[src/rtl/fib_pkg.sv]
`default_nettype none
// ============================================================================
//  Module      : fib_pkg
//  Description : Shared types and reference model for the recurrence stream
//                generator (state encoding, {carry,term} reference function).
//  Revision    : 1.0  initial release
// ============================================================================
package fib_pkg;

  typedef enum logic [1:0] {
    IDLE = 2'd0,
    EMIT = 2'd1,
    DONE = 2'd2
  } state_t;

  // Reference term(k) for seeds seed0/seed1 at arithmetic width w (1..64).
  // Returns {carry, term}: carry is the carry-out of the addition that
  // produced term(k) from the wrapped terms k-1 and k-2 (0 for k <= 2).
  function automatic logic [64:0] fib_ref(input logic [63:0] seed0,
                                          input logic [63:0] seed1,
                                          input int          k,
                                          input int          w);
    logic [63:0] mask;
    logic [63:0] a;
    logic [63:0] b;
    logic [64:0] s;
    logic        c;
    mask = (w >= 64) ? '1 : ((64'd1 << w) - 64'd1);
    a    = seed0 & mask;
    b    = seed1 & mask;
    c    = 1'b0;
    s    = '0;
    if (k <= 1) return {1'b0, a};
    for (int i = 3; i <= k; i++) begin
      s = {1'b0, a} + {1'b0, b};
      c = (w >= 64) ? s[64] : s[w];
      a = b;
      b = s[63:0] & mask;
    end
    return {c, b};
  endfunction

endpackage
`default_nettype wire

[src/rtl/fib_term_adder.sv]
`default_nettype none
// ============================================================================
//  Module      : fib_term_adder
//  Description : Combinational adder forming the next recurrence term with
//                its carry-out (used for overflow detection).
//  Revision    : 1.0  initial release
// ============================================================================
module fib_term_adder
  import fib_pkg::*;
#(
  parameter int OUTPUT_WIDTH = 32
) (
  input  logic [OUTPUT_WIDTH-1:0] a_i,
  input  logic [OUTPUT_WIDTH-1:0] b_i,
  output logic [OUTPUT_WIDTH-1:0] sum_o,
  output logic                    carry_o
);

  // Widen by one bit so the carry-out falls out of the same addition.
  assign {carry_o, sum_o} = {1'b0, a_i} + {1'b0, b_i};

endmodule
`default_nettype wire

[src/rtl/fib_stream.sv]
`default_nettype none
// ============================================================================
//  Module      : fib_stream
//  Description : Programmable-seed second-order recurrence generator. Streams
//                term(1..n) over a valid/ready port, then holds term(n) on
//                result with done high. Sticky per-run overflow flag.
//  Revision    : 1.0  initial release
// ============================================================================
module fib_stream
  import fib_pkg::*;
#(
  parameter int INPUT_WIDTH  = 6,
  parameter int OUTPUT_WIDTH = 32
) (
  input  logic                    clk,
  input  logic                    rst,
  input  logic                    go,
  input  logic                    abort,
  input  logic [INPUT_WIDTH-1:0]  n,
  input  logic [OUTPUT_WIDTH-1:0] seed0,
  input  logic [OUTPUT_WIDTH-1:0] seed1,
  output logic                    term_valid,
  input  logic                    term_ready,
  output logic [OUTPUT_WIDTH-1:0] term,
  output logic [INPUT_WIDTH-1:0]  term_index,
  output logic [OUTPUT_WIDTH-1:0] result,
  output logic                    overflow,
  output logic                    busy,
  output logic                    done
);

  state_t                  state_q;
  logic [INPUT_WIDTH-1:0]  n_q;
  logic [INPUT_WIDTH-1:0]  idx_q;
  logic [OUTPUT_WIDTH-1:0] x_q;       // current term (on the port)
  logic [OUTPUT_WIDTH-1:0] y_q;       // following term
  logic [OUTPUT_WIDTH-1:0] result_q;
  logic                    overflow_q;
  logic                    term_valid_q;
  logic                    busy_q;
  logic                    done_q;

  logic [OUTPUT_WIDTH-1:0] sum_d;
  logic                    carry_d;
  logic [INPUT_WIDTH-1:0]  idx_d;
  logic [INPUT_WIDTH:0]    idx_plus2_d;
  logic                    handshake_d;

  fib_term_adder #(
    .OUTPUT_WIDTH (OUTPUT_WIDTH)
  ) u_adder (
    .a_i     (x_q),
    .b_i     (y_q),
    .sum_o   (sum_d),
    .carry_o (carry_d)
  );

  // Index arithmetic: idx_plus2 is one bit wider so k+2 never wraps at n=2**IW-1.
  assign idx_d       = idx_q + {{(INPUT_WIDTH-1){1'b0}}, 1'b1};
  assign idx_plus2_d = {1'b0, idx_q} + {{(INPUT_WIDTH-1){1'b0}}, 2'd2};
  assign handshake_d = term_valid_q & term_ready;

  // Run control FSM with all outputs registered.
  always_ff @(posedge clk or posedge rst) begin
    if (rst) begin
      state_q      <= IDLE;
      n_q          <= '0;
      idx_q        <= '0;
      x_q          <= '0;
      y_q          <= '0;
      result_q     <= '0;
      overflow_q   <= 1'b0;
      term_valid_q <= 1'b0;
      busy_q       <= 1'b0;
      done_q       <= 1'b0;
    end else begin
      case (state_q)
        IDLE, DONE: begin
          if (go) begin
            n_q        <= n;
            x_q        <= seed0;
            y_q        <= seed1;
            idx_q      <= {{(INPUT_WIDTH-1){1'b0}}, 1'b1};
            overflow_q <= 1'b0;
            if (n == '0) begin
              // Empty run completes at once with a zero result.
              state_q  <= DONE;
              result_q <= '0;
              done_q   <= 1'b1;
            end else begin
              state_q      <= EMIT;
              term_valid_q <= 1'b1;
              busy_q       <= 1'b1;
              done_q       <= 1'b0;
            end
          end
        end
        EMIT: begin
          if (abort) begin
            // Cancel wins over any handshake or go in the same cycle.
            state_q      <= IDLE;
            term_valid_q <= 1'b0;
            busy_q       <= 1'b0;
            done_q       <= 1'b0;
          end else if (handshake_d) begin
            if (idx_q == n_q) begin
              state_q      <= DONE;
              result_q     <= x_q;
              term_valid_q <= 1'b0;
              busy_q       <= 1'b0;
              done_q       <= 1'b1;
            end else begin
              x_q   <= y_q;
              y_q   <= sum_d;
              idx_q <= idx_d;
              // The sum just formed is term k+2; only count it if it is emitted.
              if (carry_d && (idx_plus2_d <= {1'b0, n_q})) begin
                overflow_q <= 1'b1;
              end
            end
          end
        end
        default: begin
          state_q      <= IDLE;
          term_valid_q <= 1'b0;
          busy_q       <= 1'b0;
          done_q       <= 1'b0;
        end
      endcase
    end
  end

  assign term_valid = term_valid_q;
  assign term       = x_q;
  assign term_index = idx_q;
  assign result     = result_q;
  assign overflow   = overflow_q;
  assign busy       = busy_q;
  assign done       = done_q;

endmodule
`default_nettype wire

[config.mk]
export PLATFORM = sky130hd
export DESIGN_NAME = fib_stream
export DESIGN_NICKNAME = d
export VERILOG_FILES = /design/src/rtl/fib_pkg.sv /design/src/rtl/fib_term_adder.sv /design/src/rtl/fib_stream.sv
export SDC_FILE = /design/constraint.sdc
export NUM_CORES = 1
export LEC_CHECK = 0
export ABC_AREA = 1
export BUFFER_PORTS_ARGS = -buffer_cell sky130_fd_sc_hd__buf_2
export CAP_MARGIN = 5
export CELL_PAD_IN_SITES_DETAIL_PLACEMENT = 0
export CELL_PAD_IN_SITES_GLOBAL_PLACEMENT = 1
export CORE_MARGIN = 2
export CORE_UTILIZATION = 36
export DETAILED_ROUTE_END_ITERATION = 16
export PLACE_DENSITY = 0.77
export RECOVER_POWER = 25
export SKIP_CTS_REPAIR_TIMING = 1
export SLEW_MARGIN = 15
export SYNTH_ARGS = -nofsm -noshare
export SYNTH_HDL_FRONTEND = slang
export SYNTH_SLANG_ARGS = --single-unit
export TNS_END_PERCENT = 50
[constraint.sdc]
create_clock -name clk -period 3 [get_ports clk]
set_clock_uncertainty 0.05 [all_clocks]
set_input_delay 0 -clock clk [delete_from_list [all_inputs] [get_ports clk]]
set_output_delay 0 -clock clk [all_outputs]
set_load 0.01 [all_outputs]
# Yosys cells after proc, flatten, opt, wreduce, memory -nomap -nowiden

Cells that the tools add are included.

Add/sub/neg operators: 3
Order comparisons: 1
Equality and inequality tests: 13
Multiplexer cells: 45
Bitwise logic cells: 1
Reductions and logical operators: 11

Operator list:

| cell                  | count |
|---|---|
| $mux W32              | 13 |
| $pmux W32 S2          | 3 |
| $add A32 B32 Y33      | 1 |
| $mux W6               | 4 |
| $ne A2 B2 Y1 const B  | 8 |
| $mux W1               | 15 |
| $pmux W6 S2           | 1 |
| $reduce_and A6 Y1     | 2 |
| $mux W2               | 5 |
| $add A6 B2 Y7 const B | 1 |
| $le A7 B6 Y1          | 1 |
| $add A6 B1 Y6 const B | 1 |
| $eq A6 B6 Y1          | 1 |
| $logic_not A6 Y1      | 1 |
| $ne A3 B3 Y1 const B  | 2 |
| $pmux W1 S2           | 3 |
| $reduce_and A5 Y1     | 1 |
| $pmux W2 S2           | 1 |
| $reduce_and A4 Y1     | 1 |
| $reduce_and A3 Y1     | 1 |
| $eq A2 B1 Y1 const B  | 1 |
| $eq A2 B2 Y1 const B  | 1 |
| $logic_not A2 Y1      | 1 |
| $reduce_and A2 Y1     | 1 |
| 4 further kinds       | 4 |

Register bits after elaboration: 113
Output and inout port bits: 74
Word-level logic and storage cells: 83

# Longest topological paths before layout

Depth in word-level cells: 8
Gate-level depth with buffers: 18
Gate-level depth less buffers: 17

# Cells and area by module

A second synthesis with hierarchy kept.

Cell total of the unflattened synthesis: 1,251
Area total of the unflattened synthesis: 8,018.9 sq um

By module, submodules not included:

| module         | times used | cells an instance | area each (sq um) | seq. area each (sq um) |
|---|---|---|---|---|
| fib_stream     | 1          | 746               | 5,624.1           | 2,802.7 |
| fib_term_adder | 1          | 505               | 2,394.8           | 0.0 |

# Worst setup path before layout

OpenSTA, ideal clock, no wires.

Path kind: register to register
Start: register idx_q[2] (netlist: term_index[2])
End: register overflow_q (netlist: overflow)
Setup time: 0.117 ns
Arrival: 1.842 ns
Required time: 2.833 ns
Slack: 0.991 ns
Cell stages (with the launch flop): 15
Buffers on the path: 0
Clock period less this slack: 2.009 ns
Cells stage by stage: dfrtp_1 -> ha_1 -> nand2_1 -> nor2_1 -> xor2_1 -> ha_1 -> nand2_1 -> nor3_1 -> a21oi_1 -> nor2_1 -> nand2_1 -> nand2_1 -> nand2_1 -> nand2_1 -> nand2_1

Cells in the longest elaborated chain, start to end: 5
Elaborated cells between the ends (all ways): 7

Ends and longest elaborated chain:

| what                                   | RTL line          | RTL |
|---|---|---|
| start: declaration                     | fib_stream.sv:34  | `logic [INPUT_WIDTH-1:0] idx_q;` |
| start signal: assignment               | fib_stream.sv:83  | `idx_q <= {{(INPUT_WIDTH-1){1'b0}}, 1'b1};` |
| start signal: assignment               | fib_stream.sv:115 | `idx_q <= idx_d;` |
| $add A6 B2 Y7                          | fib_stream.sv:60  | `assign idx_plus2_d = {1'b0, idx_q} + {{(INPUT_WIDTH-1){1'b0}}, 2'd2};` |
| $le A7 B6 Y1                           | fib_stream.sv:117 | `if (carry_d && (idx_plus2_d <= {1'b0, n_q})) begin` |
| $logic_and A1 B1 Y1                    | fib_stream.sv:117 |  |
| $ne A2 B2 Y1 (no source line)          | -                 |  |
| $reduce_and A6 Y1 (no source line) (*) | -                 |  |
| end signal: assignment                 | fib_stream.sv:72  | `overflow_q <= 1'b0;` |
| end signal: assignment                 | fib_stream.sv:84  | `overflow_q <= 1'b0;` |
| end signal: assignment                 | fib_stream.sv:118 | `overflow_q <= 1'b1;` |
| end: declaration                       | fib_stream.sv:38  | `logic overflow_q;` |

Mark *: on every way between the ends. The rest lies on a longest branch, timed or not.
A chain may end at the register's enable or synchronous reset.

# Worst setup path after layout

Start: register idx_q[1] (netlist: term_index[1])
End: register y_q[19]

Cells in the longest elaborated chain, start to end: 3

Ends and longest elaborated chain:

| what                               | RTL line          | RTL |
|---|---|---|
| $eq A6 B6 Y1                       | fib_stream.sv:106 | `if (idx_q == n_q) begin` |
| $ne A2 B2 Y1 (no source line)      | -                 |  |
| $reduce_and A5 Y1 (no source line) | -                 |  |
| end signal: assignment             | fib_stream.sv:114 | `y_q <= sum_d;` |
| end: declaration                   | fib_stream.sv:36  | `logic [OUTPUT_WIDTH-1:0] y_q;` |

Every way passes these cells.

==> impl_metrics.yaml <==
placed_design:
  numPortBuffers: 148
  dp_hpwl_um: 15700
  gp_congestion: 0.866
route:
  via_per_inst: 4.66
  drt_pre_antenna_iters: 5
  first_iter_violations: 436
  final_antenna_net_count: 0
  drc: 0
  wire_per_inst_um: 13.5
  vias: 7551
  routed_wl_um: 21800
critical_path:
  cpMostUsedCell: "nand2_1"
  reg2reg_from: "term_index[1]"
  crit_family: "simple AND/OR/NAND/NOR gates"
  rrSetupSlack_ns: 0.67
  worst_path_max_delay_cell: "dfrtp_1"
  worst-path-buf-inv: 2
  worstRegToRegCells: 11
  worst_ep_required_time_ns: 3.18
  crit_chain: "inv_1 -> ha_1 -> nor3_1 -> nand3_1 -> nand2_1 -> nand2_1 -> nand3_4 -> buf_12 -> nor2_1 -> nand2_1 -> o21ai_1"
  crit_type: "flip-flop to flip-flop"
  endpoint_kind: "flip-flop"
  arrival_ns: 2.51
  worstPathMaxFanout: 106
  r2r-end: "y_q[19]"
  start_kind: "flip-flop"
  max_stage_delay_ns: 0.43
synth:
  synth_cell_type_count: 32
  syn-num-nets: 1266
  ys_seq_elements: 112
  syn_inst: 1150
  yosysSeqAreaShare: 0.366
  yosys_warnings: 0
  syn-cell-area_um2: 7660
  syn_avg_cell_area_um2: 6.66
floorplan:
  ios: 149
  die_height_um: 150
  dieWidth_um: 150
  design.die.area_um2: 22500
  rows: 53
  core_um2: 21000
  initial_core_util: 0.366
sta:
  period_share: 0.777
  fin_tns_setup_ns: 0
  setup_viol: 0
  slew_violations: 58
  fin_crit_ns: 2.33
  tightest_slew_ns: 1.51
  relSlewSlack: -0.00547
  whs_ns: -0.0599
  rsz0062_at_grt: "false"
  hold_viol_final: 6
  fmax_ghz: 0.429
global_routing:
  grt_pass1_wl_um: 35000
  grt_pass1_vias: 6784
  antenna_found_initial: 1
  grt_overflow: 0
  grt_util_all_layers: 0.196
  grt_max_degree: 107
power_and_ir_drop:
  p_per_area_nw_per_um2: 1180
  p_leak_nw: 5.09
  ir_drop_v: 0.000717
clock_tree:
  clock_latency_ns: 0.36
  cts_buffers: 9
  clkSlewWorstSetupHoldPaths_ns: 0.08
  h-tree-depth: 3
  cts.sinks: 112
  tritoncts: "built"
  clockBufferDepth: 2
  cts-root-buf: "clkbuf_16"
outcome:
  violations: "negative hold slack, max-capacitance violations, max-slew violations"
  status: "finished with violations"
flow_run:
  max-cap-violations: 1
hold_path:
  min_to: "y_q[30]"
  hold_start: "seed1[30]"
  holdPathStages: 5
  hp-class: "input pin to flip-flop"
final_layout:
  drive_gt1_frac: 0.107
  seq_area_um2: 2800
  finish.utilization: 0.453
  syn_to_final_growth_pct: 23.9
  multi_input_area_um2: 4090
  num_antenna_cells: 0
  n_fill_cell: 2239
  nets: 1456
report_power, final:
| group | switching (mW) | internal (mW) |
|---|---|---|
| Combinational | 4.77 | 2.49 |
| Sequential | 0.576 | 2.20 |
| Clock | 0.592 | 0.615 |
| Total | 5.94 | 5.30 |
cells by family (layout without fill, tap and decap cells):
family                     after synthesis  count (layout)  synth area share
muxes                                    1               1           0.00147
xor gates and xnor gates                13              13            0.0149
DFF                                    112             112             0.366
AOI/OAI and AO/OA                      160             160             0.117
and+or+nand+nor                        640             640             0.332
buffers and inverters                  183             378             0.101
adders and majority gates               41              41            0.0679
cell type report:
type,count,share of cell area
Multi-Input combinational cell,855,0.431
Sequential cell,112,0.295
Clock buffer,11,0.0266
Clock inverter,5,0.00409
Tap cell,275,0.0363
Timing Repair Buffer,222,0.151
Inverter,140,0.0558
layer usage:
layer / up-vias / track usage / wire (µm) / share of wire
met5: - / 0 / 13 / 0.00060
met4: 2 / 0.0429 / 277 / 0.013
met3: 18 / 0.0405 / 1090 / 0.050
met2: 174 / 0.310 / 9540 / 0.44
met1: 3355 / 0.278 / 10900 / 0.50
li1: 4002 / - / - / -
registers in the layout, summed over array words and instances, names as in the netlist:
signal      count
result         32
term           32
y_q            32
n_q             6
term_index      6
state_q         2
busy            1
overflow        1
metrics by stage:
step                      total power, mW  std cells  setup slack (ns)  hold slack (ns)  area [µm²]
after global routing                 12.6       1620             0.277          0.00273        9490
after CTS                            11.3       1553             0.655           -0.403        8890
after detailed placement             10.1       1537             0.677          -0.0134        8600
after global placement               9.99       1537             0.769          -0.0115        8600
final                                11.2       1620             0.669          -0.0599        9490
after floorplan                      8.17       1150             0.991            0.100        7660
Yosys cell counts, drive strengths merged:
cell type	count	area [µm²]
a21boi	1	7.51
a21o	1	7.51
a21oi	32	160
and2	2	12.5
buf	25	175
clkbuf	18	67.6
dfrtp	112	2800
fa	1	20.0
ha	40	500
inv	140	528
mux2	1	11.3
nand2	421	1590
nand3	55	288
nand4	4	25.0
nor2	137	514
nor3	12	60.1
nor4	3	18.8
o211ai	4	30.0
o21a	2	15.0
o21ai	89	445
o21bai	4	30.0
o31ai	27	203
or2	6	37.5
xnor2	1	8.76
xor2	12	105
tightest hold or removal path: cells and delay by family:
family	cells	cell delay, ns
buffers and inverters	1	0.08
AND/OR/NAND/NOR	4	0.23
cells in the final DEF (no fill, tap or decap), types with 2 or more instances in the layout:
cell	synthesis	layout
o21bai_1	4	4
buf_2	14	106
inv_1	135	134
and2_1	2	2
nor2_1	137	137
clkbuf_1	18	42
o211ai_1	4	4
nand3_1	54	54
or2_2	6	6
buf_4	5	4
dfrtp_1	112	112
dlygate4sd3_1	0	67
xor2_1	12	12
nand2_1	420	420
nand4_1	4	4
inv_2	4	4
ha_1	40	40
buf_12	0	2
o21ai_1	44	44
o31ai_1	27	27
nor3_1	12	12
nor4_1	3	3
a21oi_1	32	32
clkbuf_16	0	9
o21ai_0	45	45
clkinv_4	0	2
o21a_1	2	2
clkbuf_8	0	2
worst max path at each step:
stage	startpoint	to	cells past startpoint
floorplan	term_index[2]	overflow	14
global placement	term[0]	y_q[28]	15
detailed placement	term_index[0]	y_q[11]	11
CTS	term_index[0]	y_q[11]	11
global route	rst	term[30]	4
finish	term_index[1]	y_q[19]	11
(Power assumes the default switching activity.)
